$ cat src/rtl/regfile_pkg.sv
// regfile_pkg: shared state encoding, default sizes and the x0 address for regfile_mp
package regfile_pkg;
   typedef enum logic {RF_INIT, RF_READY} rf_state_t;
   localparam int DEF_WIDTH      = 32;
   localparam int DEF_ADDR_WIDTH = 5;
   localparam int DEF_NUM_READ   = 2;
   localparam int ZERO_REG       = 0;
endpackage

$ cat src/rtl/regfile_scoreboard.sv
// regfile_scoreboard: per-register busy bits with reserve/retire and per-port busy query (bypass via REGFILE_BYPASS_EN)
module regfile_scoreboard
   import regfile_pkg::*;
#(
   parameter int ADDR_WIDTH = DEF_ADDR_WIDTH,
   parameter int NUM_READ   = DEF_NUM_READ
) (
   input  logic                           clock,
   input  logic                           reset,
   input  logic                           ready,
   input  logic                           wr_fire,
   input  logic [ADDR_WIDTH-1:0]          wr_addr,
   input  logic                           rsv_en,
   input  logic [ADDR_WIDTH-1:0]          rsv_addr,
   input  logic [NUM_READ*ADDR_WIDTH-1:0] rd_addr,
   output logic [NUM_READ-1:0]            rd_busy,
   output logic                           rsv_ok
);
   localparam int DEPTH = 1 << ADDR_WIDTH;
   localparam logic [ADDR_WIDTH-1:0] ZERO = ADDR_WIDTH'(ZERO_REG);

   logic [DEPTH-1:0] busy, busy_eff, wr_clr;

   // retiring write hides its busy bit in the same cycle only when forwarding is built in
   always_comb begin
      wr_clr = '0;
`ifdef REGFILE_BYPASS_EN
      wr_clr[wr_addr] = wr_fire;
`endif
      busy_eff = busy & ~wr_clr;
      rsv_ok = ready && rsv_en && (rsv_addr == ZERO || !busy_eff[rsv_addr]);
      for (int i = 0; i < NUM_READ; i++)
         rd_busy[i] = rd_addr[i*ADDR_WIDTH +: ADDR_WIDTH] != ZERO && busy_eff[rd_addr[i*ADDR_WIDTH +: ADDR_WIDTH]];
   end

   // reservation is applied after the retire so a same-address pair leaves the bit set
   always_ff @(posedge clock) begin
      if (reset) begin
         busy <= '0;
      end else begin
         if (wr_fire) busy[wr_addr] <= 1'b0;
         if (rsv_ok && rsv_addr != ZERO) busy[rsv_addr] <= 1'b1;
      end
   end
endmodule

$ cat src/rtl/regfile_mp.sv
// regfile_mp: multi-read-port register file with x0 zero, post-reset clear and busy scoreboard; REGFILE_BYPASS_EN enables write->read forwarding
module regfile_mp
   import regfile_pkg::*;
#(
   parameter int WIDTH      = DEF_WIDTH,
   parameter int ADDR_WIDTH = DEF_ADDR_WIDTH,
   parameter int NUM_READ   = DEF_NUM_READ
) (
   input  logic                           clock,
   input  logic                           reset,
   output logic                           init_done,
   input  logic [NUM_READ*ADDR_WIDTH-1:0] rd_addr,
   output logic [NUM_READ*WIDTH-1:0]      rd_data,
   output logic [NUM_READ-1:0]            rd_busy,
   input  logic                           wr_en,
   input  logic [ADDR_WIDTH-1:0]          wr_addr,
   input  logic [WIDTH-1:0]               wr_data,
   input  logic                           rsv_en,
   input  logic [ADDR_WIDTH-1:0]          rsv_addr,
   output logic                           rsv_ok
);
   localparam int DEPTH = 1 << ADDR_WIDTH;
   localparam logic [ADDR_WIDTH-1:0] ZERO = ADDR_WIDTH'(ZERO_REG);

   rf_state_t             state, state_next;
   logic [ADDR_WIDTH-1:0] clr_cnt;
   logic [WIDTH-1:0]      regs [DEPTH];
   logic                  ready, wr_fire;

   assign ready     = state == RF_READY;
   assign init_done = ready;
   assign wr_fire   = ready && wr_en && wr_addr != ZERO;

   // clear sequence ends once the last register has been zeroed
   always_comb state_next = (state == RF_INIT && clr_cnt == '1) ? RF_READY : state;

   // state register and clear counter, restarted by any reset
   always_ff @(posedge clock) begin
      if (reset) begin
         state   <= RF_INIT;
         clr_cnt <= '0;
      end else begin
         state   <= state_next;
         clr_cnt <= ready ? clr_cnt : clr_cnt + ADDR_WIDTH'(1);
      end
   end

   // data array: zeroed one entry per cycle during INIT, writeback only when READY
   always_ff @(posedge clock) begin
      if (!reset && !ready) regs[clr_cnt] <= '0;
      else if (!reset && wr_fire) regs[wr_addr] <= wr_data;
   end

   // asynchronous reads; x0 and the whole INIT phase read zero
   always_comb begin
      rd_data = '0;
      for (int i = 0; i < NUM_READ; i++) begin
         rd_data[i*WIDTH +: WIDTH] = (!ready || rd_addr[i*ADDR_WIDTH +: ADDR_WIDTH] == ZERO) ? '0 : regs[rd_addr[i*ADDR_WIDTH +: ADDR_WIDTH]];
`ifdef REGFILE_BYPASS_EN
         if (wr_fire && rd_addr[i*ADDR_WIDTH +: ADDR_WIDTH] == wr_addr) rd_data[i*WIDTH +: WIDTH] = wr_data;
`endif
      end
   end

   regfile_scoreboard #(.ADDR_WIDTH(ADDR_WIDTH), .NUM_READ(NUM_READ)) u_sb (
      .clock    (clock),
      .reset    (reset),
      .ready    (ready),
      .wr_fire  (wr_fire),
      .wr_addr  (wr_addr),
      .rsv_en   (rsv_en),
      .rsv_addr (rsv_addr),
      .rd_addr  (rd_addr),
      .rd_busy  (rd_busy),
      .rsv_ok   (rsv_ok)
   );
endmodule
$ cat config.mk
export PLATFORM = sky130hd
export DESIGN_NAME = regfile_mp
export DESIGN_NICKNAME = d
export VERILOG_FILES = /design/src/rtl/regfile_pkg.sv /design/src/rtl/regfile_scoreboard.sv /design/src/rtl/regfile_mp.sv
export SDC_FILE = /design/constraint.sdc
export NUM_CORES = 1
export LEC_CHECK = 0
export CAP_MARGIN = 20
export CORE_MARGIN = 1.5
export CORE_UTILIZATION = 33
export DETAILED_ROUTE_END_ITERATION = 6
export GPL_TIMING_DRIVEN = 0
export PLACE_DENSITY = 0.6
export SLEW_MARGIN = 20
export SYNTH_ARGS = -nofsm -noshare
export SYNTH_HDL_FRONTEND = slang
export SYNTH_HIERARCHICAL = 1
export SYNTH_SLANG_ARGS = --single-unit
$ cat constraint.sdc
create_clock -name clock -period 4.9 [get_ports clock]
set_input_delay 0.735 -clock clock [delete_from_list [all_inputs] [get_ports clock]]
set_output_delay 0.735 -clock clock [all_outputs]
set_load 0.05 [all_outputs]
# Word level (Yosys, flattened, before mapping)
# Memory sizes are Yosys's and may differ from the RTL's.
# Cells that the tools add are included.
# totals
ff_bits	38
ram_bits	1024
in_bits	56
output_inout_bits	68
word_cells	65
mem_count	1
# classes
addsub	1
order_cmp	6
n_eq_ne	1
n_mux	23
bitwise_logic	4
reduce_logical	26
# mem_list
memory	words	width	rd	rd_clocked_by_memory_dff	wr	line_no	text
regs	32	32	2	0	1	regfile_mp.sv:27	logic [WIDTH-1:0] regs [DEPTH];
# op_table
cell	count
two-way mux 32 bit	6
AND 32 bit	1
NOT 32 bit	1
bitwise OR 32 bit	1
OR reduction 32 bit	1
less-than comparator 5 x 6 -> 1 bit, second input constant	4
nonzero test 5 bit	4
binary-select mux 1 bit (select 5 bit)	3
zero test 5 bit	3
logical AND 1 bit	12
two-way mux 1 bit	11
demux 1 bit (select 5 bit)	2
>= comparator 5 x 1 -> 1 bit, second input constant	2
adder 5 x 1 -> 5 bit, second input constant	1
== test 5 bit, second input constant	1
two-way mux 5 bit	1
zero test 1 bit	3
logical OR 1 bit	3
NOT 1 bit	1

# Depth between registers and ports, before layout
# Gate-level depths: netlist of the first run.
# logic_depth
word_depth	10
depth_mapped	9
mapped_depth_nobuf	7

# Hierarchy
# Netlist of the first run, hierarchy kept.
# by_module_without_submodules
mod	n_inst	cells_each	area_per_inst_um2	seq_area_each_um2
regfile_mp	1	2396	47998.5	30869.6
regfile_scoreboard	1	266	2301.0	640.6

# Least setup slack after synthesis of the first run
# No wires, ideal clock.
# synth_timing
path_kind	input to register
from	input reset
to	memory regs[31][0] (netlist bit), enable pin
setup_ps	432
arrival_ps	3502
t_required_ps	4468
setup_slack_ps	966
cell_stages	6
n_path_buf	2
cell_sequence	buf_2 -> nand3b_1 -> a21oi_1 -> clkbuf_1 -> nand4_1 -> a21oi_1
# synth_between
elab_chain_len	7
word_cells_on_any_way	11
classes_between	mux: 7; reduce/logical: 4
# synth_rtl
item	line_no	text
start, declared	regfile_mp.sv:10	input logic reset,
zero test 1 bit (*)	regfile_mp.sv:50, regfile_mp.sv:51	
logical AND 1 bit	regfile_mp.sv:51	else if (!reset && wr_fire) regs[wr_addr] <= wr_data;
two-way mux 1 bit	regfile_mp.sv:51	
two-way mux 1 bit	regfile_mp.sv:50	if (!reset && !ready) regs[clr_cnt] <= '0;
two-way mux 1 bit (implied by the code)	regfile_mp.sv:51	
OR reduction 32 bit (no line)	-	
two-way mux 5 bit (no line) / two-way mux 1 bit (equally long branches)	-	
end, declared	regfile_mp.sv:27	
# Every way passes the cells marked *; elsewhere a longest branch is shown, timed or not.

# Worst setup path after layout of the first run
# layout_timing
from	register state (netlist: init_done)
to	output rd_data[31]
# layout_between
elab_chain_len	3
# layout_rtl
item	line_no	text
start, declared	regfile_mp.sv:25	rf_state_t state, state_next;
start signal, assigned	regfile_mp.sv:43	state <= state_next;
zero test 1 bit	regfile_mp.sv:58	rd_data[i*WIDTH +: WIDTH] = (!ready || rd_addr[i*ADDR_WIDTH +: ADDR_WIDTH] == ZERO) ? '0 : regs[rd_addr[i*ADDR ...
logical OR 1 bit	regfile_mp.sv:58	
two-way mux 32 bit	regfile_mp.sv:58	
end, declared	regfile_mp.sv:13	output logic [NUM_READ*WIDTH-1:0] rd_data,
# No other way between the ends.

==> results of run 1 <==
-- cell usage after synthesis, drive strengths merged, types with 2 or more instances --
| cell type | n |
|---|---|
| edfxtp | 1024 |
| mux4 | 467 |
| mux2i | 276 |
| buf | 119 |
| clkbuf | 97 |
| o221ai | 63 |
| a21oi | 52 |
| o22ai | 50 |
| o21ai | 49 |
| nand2 | 45 |
| dfxtp | 38 |
| nor2 | 36 |
| and2 | 33 |
| a22o | 32 |
| o22a | 32 |
| a2111oi | 31 |
| a211oi | 31 |
| a22oi | 31 |
| nand3 | 29 |
| nand3b | 27 |
| nor2b | 27 |
| nor3 | 8 |
| nand2b | 7 |
| or3 | 7 |
| nand4 | 6 |
| or3b | 6 |
| nor3b | 5 |
| or2 | 4 |
| and3 | 3 |
| inv | 3 |
| mux2 | 3 |
| nor4 | 3 |
| and3b | 2 |
| ha | 2 |
| o2111ai | 2 |
| o32ai | 2 |
-- per-stage QoR --
step | TNS (ns) | util [%] | hold slack, ns
after floorplan | 0 | - | 0.426
after global placement | -2675.60 | 35.7 | 0.439
after detailed placement | -59.73 | 37.1 | 0.446
after CTS | 0 | 39.5 | 0.456
after global routing | -0.00740 | 39.6 | 0.474
final | -0.188 | 39.6 | 0.452
-- worst max-delay path, delay by kind of cell, from the launching register on --
family | cells | cell delay, ns
buf+inv | 3 | 1.67
flops | 1 | 0.42
simple gates | 1 | 0.56
compound gates | 1 | 0.86
-- registers in the layout, summed over array words and instances (netlist names) --
signal and cells:
clr_cnt 5, regs 1024, u_sb/busy 32, init_done 1
-- worst paths after layout --
| kind | start | endpoint |
|---|---|---|
| hold / removal | u_sb/busy[0] | u_sb/busy[0] |
| setup reg to reg | init_done | regs[15][26] |
| hold reg to reg | u_sb/busy[0] | u_sb/busy[0] |
| setup / recovery | init_done | rd_data[31] |
-- power breakdown --
group | internal, mW | switching (mW) | leakage, nW | total [mW]
Combinational | 0.578 | 0.899 | 7.69 | 1.48
Sequential | 9.87 | 0.0281 | 8.47 | 9.90
Clock | 4.52 | 3.64 | 1.63 | 8.16
Total | 15.0 | 4.57 | 17.8 | 19.5
-- routing by layer --
metal | wire length [µm] | vias up
met4 | 8610 | 6
met5 | 48 | -
met3 | 19300 | 380
met1 | 68800 | 16700
li1 | - | 12200
met2 | 78700 | 2169
-- final cells by class --
class | instances | area [µm²]
clock buffer | 133 | 2800
clock inverter | 60 | 562
fill | 13500 | 91600
tap | 2030 | 2540
antenna | 9 | 22.5
sequential | 1062 | 31500
multi-input combinational | 1381 | 18300
timing repair buffer | 197 | 2970
inverter | 3 | 11.3
buffer | 216 | 1280
-- repair_timing --
item,in CTS,in global routing
hold endpoints to repair,0,0
setup endpoints to repair,64,27
setup buffers,5,0
gates resized for setup,209,45
-- cell families after synthesis --
| logic type | Yosys count | synth area share (%) |
|---|---|---|
| buffers and inverters | 219 | 2.30 |
| AND/OR/NAND/NOR | 251 | 2.76 |
| adder cells (fa/ha/maj) | 2 | 0.0497 |
| multiplexers | 746 | 26.5 |
| XOR/XNOR | 2 | 0.0348 |
| flip-flops | 1062 | 62.6 |
| AO/OA/AOI/OAI | 380 | 5.73 |
==> summary.md, run 1 <==
| Metric | Value |
|---|---|
| Relative slew slack | 21.4% |
| Final instance area | 0.0600 mm² |
| Worst path most repeated cell | clkbuf_1 |
| Final hold viol count | 0 |
| Detail Route Antenna Nets | 0 |
| Clock sinks | 1062 |
| Clk pin slew, worst setup/hold paths | 0.07 ns |
| MaxCap Viol Count | 0 |
| Mapped Area | 0.0503 mm² |
| Vias | 31400 |
| GR peak layer | met2 |
| DIE HEIGHT | 393 µm |
| Ports | 124 |
| Area growth from synthesis to layout | 19.3% |
| CP max-delay cell | o221ai_1 |
| Fin crit share | 101% |
| Initial Utilization | 33.2% |
| Reg2reg path depth | 9 |
| Setup WS pre-CTS | -1.44 ns |
| Max Transition Viols Final | 0 |
| First-pass GRT wire length | 243 mm |
| Clk Latency, worst-skew pair | 0.74 ns |
| Worst slew pin tran | 1.18 ns |
| Seq cells post-synth | 1062 |
| Antenna violations before repair | 7 |
| Reg2Reg Setup Slack | 1.15 ns |
| CP Max Fanout | 10 |
| Most common cell after layout, fill and taps aside | edfxtp_1 |
| Seq/Total Area, Yosys | 62.6% |
| Core area | 0.152 mm² |
| Violated checks | setup timing |
| Site Rows | 143 |
| CP Cell Sequence | clkbuf_1 > nand3_1 > clkbuf_1 > o221ai_1 > dlygate4sd2_1 |
| DRC viols | 0 |
| Critical Path Sink Type | primary output |
| DR vias/cell | 6.17 |
| Avg Cell Area, Syn | 18.9 µm² |
| EDFF count, synth | 1024 |
| Largest cells by area after synthesis | edfxtp_1, mux4_2, mux2i_1 |
| GRT Resource Usage Total | 22.3% |
| Ys async rst share | 0% |
| Drt first pass iters | 6 |
| Num CTS Buffers | 107 |
| NumNets Final | 3026 |
| Vias in the first global route | 31200 |
| Placed cell area | 0.0563 mm² |
| Clock period minus final worst setup slack | 4.97 ns |
| Cts hold-fix bufs | 0 |
| HP Class | reg2reg |
| Power Total | 19.5 mW |
| Synth area leader | edfxtp_1 |
| Outcome | finished, violations left |
| Layout cells sized above 1 | 33.0% |
| Most frequent cells in the layout | edfxtp_1, mux4_2, mux2i_1, clkbuf_16, buf_2 |
| Congestion Overflow GR | 0 |
| Met3 global-route usage | 5.21% |
| Worst setup SP type | register |
| Yosys top cell area share | 61.1% |
| Power per Cell Area | 326 mW/mm² |
| Crit-path max cell delay | 0.86 ns |
| Buffers on Ports | 120 |
| Die ar. | 0.155 mm² |
| Main flop type after synthesis | edfxtp_1 |
| Setup-failing EPs final | 4 |
| Fmax | 0.201 GHz |
| Syn nets | 2720 |
| CTS root buf | clkbuf_16 |
| Iter 0 DRT Violations | 4437 |
| Die span in x | 393 µm |
| Unique masters post-synth | 58 |
| Max VDD drop | 0.260 mV |
| Post-route insts no fill | 5091 |
| Final Worst Setup Slack | -0.0730 ns |
| Largest net degree at the start of global routing | 33 |
| Placed cells | 4884 |
| Hold path depth | 2 |
| Worst path required time | 4.16 ns |
| Yosys warns | 6 |
| P_leak | 17.8 nW |
| Clock buffer depth | 3 |
| Met2 usage | 33.4% |
| CP arrival | 4.24 ns |
| Grt met1 use | 30.9% |
| Cells after Synth | 2662 |
| GP Congestion | 0.901 |
| Wirelength, routed | 175 mm |
| WL per Instance | 34.5 µm |
| TritonCTS clock tree | yes |
| Worst Skew | 0.0393 ns |
| Post-detail-place hpwl | 123 mm |
| # H-tree levels | 3 |
| Setup CP Type | reg2out |
Note: power is estimated with default switching activity, not from simulation.
==> inputs of run 2 (changes only) <==
--- a/config.mk
+++ b/config.mk
@@ -6,7 +6,7 @@
 export NUM_CORES = 1
 export LEC_CHECK = 0
 export CAP_MARGIN = 20
-export CORE_MARGIN = 1.5
+export CORE_MARGIN = 1
 export CORE_UTILIZATION = 33
 export DETAILED_ROUTE_END_ITERATION = 6
 export GPL_TIMING_DRIVEN = 0
==> constraint.sdc (replaced) <==
create_clock -name clock -period 4.9 [get_ports clock]
set_input_delay 0.98 -clock clock [delete_from_list [all_inputs] [get_ports clock]]
set_output_delay 0.98 -clock clock [all_outputs]
set_load 0.05 [all_outputs]
==> summary.md, run 2 (synthesized netlist as in run 1, its figures left out) <==
| Metric | Value |
|---|---|
| Initial Utilization | 33.4% |
| Num CTS Buffers | 109 |
| Worst setup SP type | input pin |
| Cts hold-fix bufs | 0 |
| Die ar. | 0.154 mm² |
| Largest register by flop count | regs |
| Worst path required time | 3.92 ns |
| Fmax | 0.203 GHz |
| Fill cells | 13500 |
| Buffers on Ports | 120 |
| DIE HEIGHT | 392 µm |
| Combinational group share of total power | 7.8% |
| Clk pin slew, worst setup/hold paths | 0.06 ns |
| Net load switching power | 4.60 mW |
| Buffers and inverters on the worst path | 3 |
| # H-tree levels | 3 |
| Final hold viol count | 0 |
| Violated checks | setup timing |
| Clk Latency, worst-skew pair | 0.74 ns |
| Clock sinks | 1062 |
| Post-detail-place hpwl | 122 mm |
| Critical Path Sink Type | primary output |
| Drt first pass iters | 5 |
| First-pass GRT wire length | 242 mm |
| Iter 0 DRT Violations | 4597 |
| Max FFs per register | 1024 |
| HP Class | reg2reg |
| Final instance area | 0.0601 mm² |
| CP Max Fanout | 10 |
| Outcome | finished, violations left |
| Power share of the clock group | 40.9% |
| NumNets Final | 3026 |
| CP Cell Sequence | clkdlybuf4s50_1 > nand3_1 > clkbuf_1 > o221ai_1 > clkdlybuf4s15_2 |
| Part of the power in registers | 51.3% |
| GP Congestion | 0.889 |
| P_leak | 17.7 nW |
| Wirelength, routed | 175 mm |
| CP arrival | 3.96 ns |
| Most frequent cells in the layout | edfxtp_1, mux4_2, mux2i_1, clkbuf_16, buf_2 |
| Antenna violations before repair | 7 |
| Final Worst Setup Slack | -0.0354 ns |
| Vias in the first global route | 30600 |
| Switch share | 23.8% |
| GRT Resource Usage Total | 22.6% |
| Worst Skew | 0.0330 ns |
| Detail Route Antenna Nets | 0 |
| Layout cells sized above 1 | 34.7% |
| Ports | 124 |
| Setup_tns | -0.0571 ns |
| Vias | 31100 |
| Most common cell after layout, fill and taps aside | edfxtp_1 |
| DR vias/cell | 6.13 |
| RSZ-0062 raised after global routing | yes |
| CP delay by family, top | buffers and inverters |
| Setup-failing EPs final | 2 |
| Placed cell area | 0.0562 mm² |
| Die span in x | 392 µm |
| Area growth from synthesis to layout | 19.6% |
| Clock period minus final worst setup slack | 4.94 ns |
| WL per Instance | 34.6 µm |
| Power per Cell Area | 321 mW/mm² |
| Core area | 0.150 mm² |
| Relative slew slack | 24.2% |
| Clock buffer depth | 3 |
| Top flop regs | regs (1024), u_sb/busy (32), clr_cnt (5) |
| DRC viols | 0 |
| CTS root buf | clkbuf_16 |
| Site Rows | 142 |
| Worst slew pin tran | 1.14 ns |
| Crit-path max cell delay | 0.90 ns |
| Congestion Overflow GR | 0 |
| MaxCap Viol Count | 0 |
| Fin crit share | 101% |
| Largest net degree at the start of global routing | 33 |
| Internal power | 14.7 mW |
| Setup CP Type | in2out |
| TritonCTS clock tree | yes |
| Max VDD drop | 0.261 mV |
| Max Transition Viols Final | 0 |
| CP max-delay cell | clkbuf_1 |
## run 2: routing by layer
layer	vias to the layer above	global-route usage, %	wire length [µm]
li1	12200	-	-
met1	16400	31.1	68200
met2	2137	34.5	79400
met3	331	5.25	20200
met4	4	9.18	7570
met5	-	0	34
## run 2: power groups by stage
stage | clock network (mW) | registers, mW | logic [mW]
after floorplan | 0 | 10.1 | 0.841
final | 7.90 | 9.90 | 1.50
after detailed placement | 0 | 10.1 | 1.42
after CTS | 7.94 | 9.90 | 1.48
after global routing | 8.28 | 9.90 | 1.54
after global placement | 0 | 10.1 | 1.36
## run 2: final timing paths
check	slack [ns]	cells after the start	endpoint	startpoint
hold / removal	0.45	2	u_sb/busy[0]	u_sb/busy[0]
setup reg to reg	0.71	6	regs[7][17]	init_done
hold reg to reg	0.45	2	u_sb/busy[0]	u_sb/busy[0]
setup / recovery	-0.04	5	rd_data[9]	rd_addr[4]
## run 2: stage by stage
step	hold WS, ns	power (mW)	util (%)	cells	worst slack (ns)
after floorplan	0.426	10.9	-	2662	0.602
after global placement	0.437	11.5	35.9	4798	-3.30
after detailed placement	0.443	11.5	37.3	4868	-2.09
after CTS	0.450	19.3	40.0	5073	0.0115
after global routing	0.460	19.7	40.0	5073	-0.0192
final	0.452	19.3	40.0	5076	-0.0354
## run 2: layout make-up
class	count	area (µm²)	area share, %
timing repair buffer	195	2900	4.82
clock inverter	70	470	0.782
clock buffer	130	2810	4.67
buffer	216	1380	2.29
sequential	1062	31500	52.4
antenna	3	7.51	0.0125
inverter	3	11.3	0.0187
multi-input combinational	1381	18500	30.8
tap	2016	2520	4.19
## run 2: timing repair
action                                  in CTS  in global routing
endpoints found under the setup margin      66                 16
buffers inserted                             5                  0
gates resized for setup                    440                 21
pin swaps                                    7                  0
gates cloned                                 0                  0
## run 2: tightest hold or removal path, cell delays in order, from the launching register on
cell      delay [ns]
dfxtp_1         0.31
nand2b_1        0.06
a21oi_1         0.04
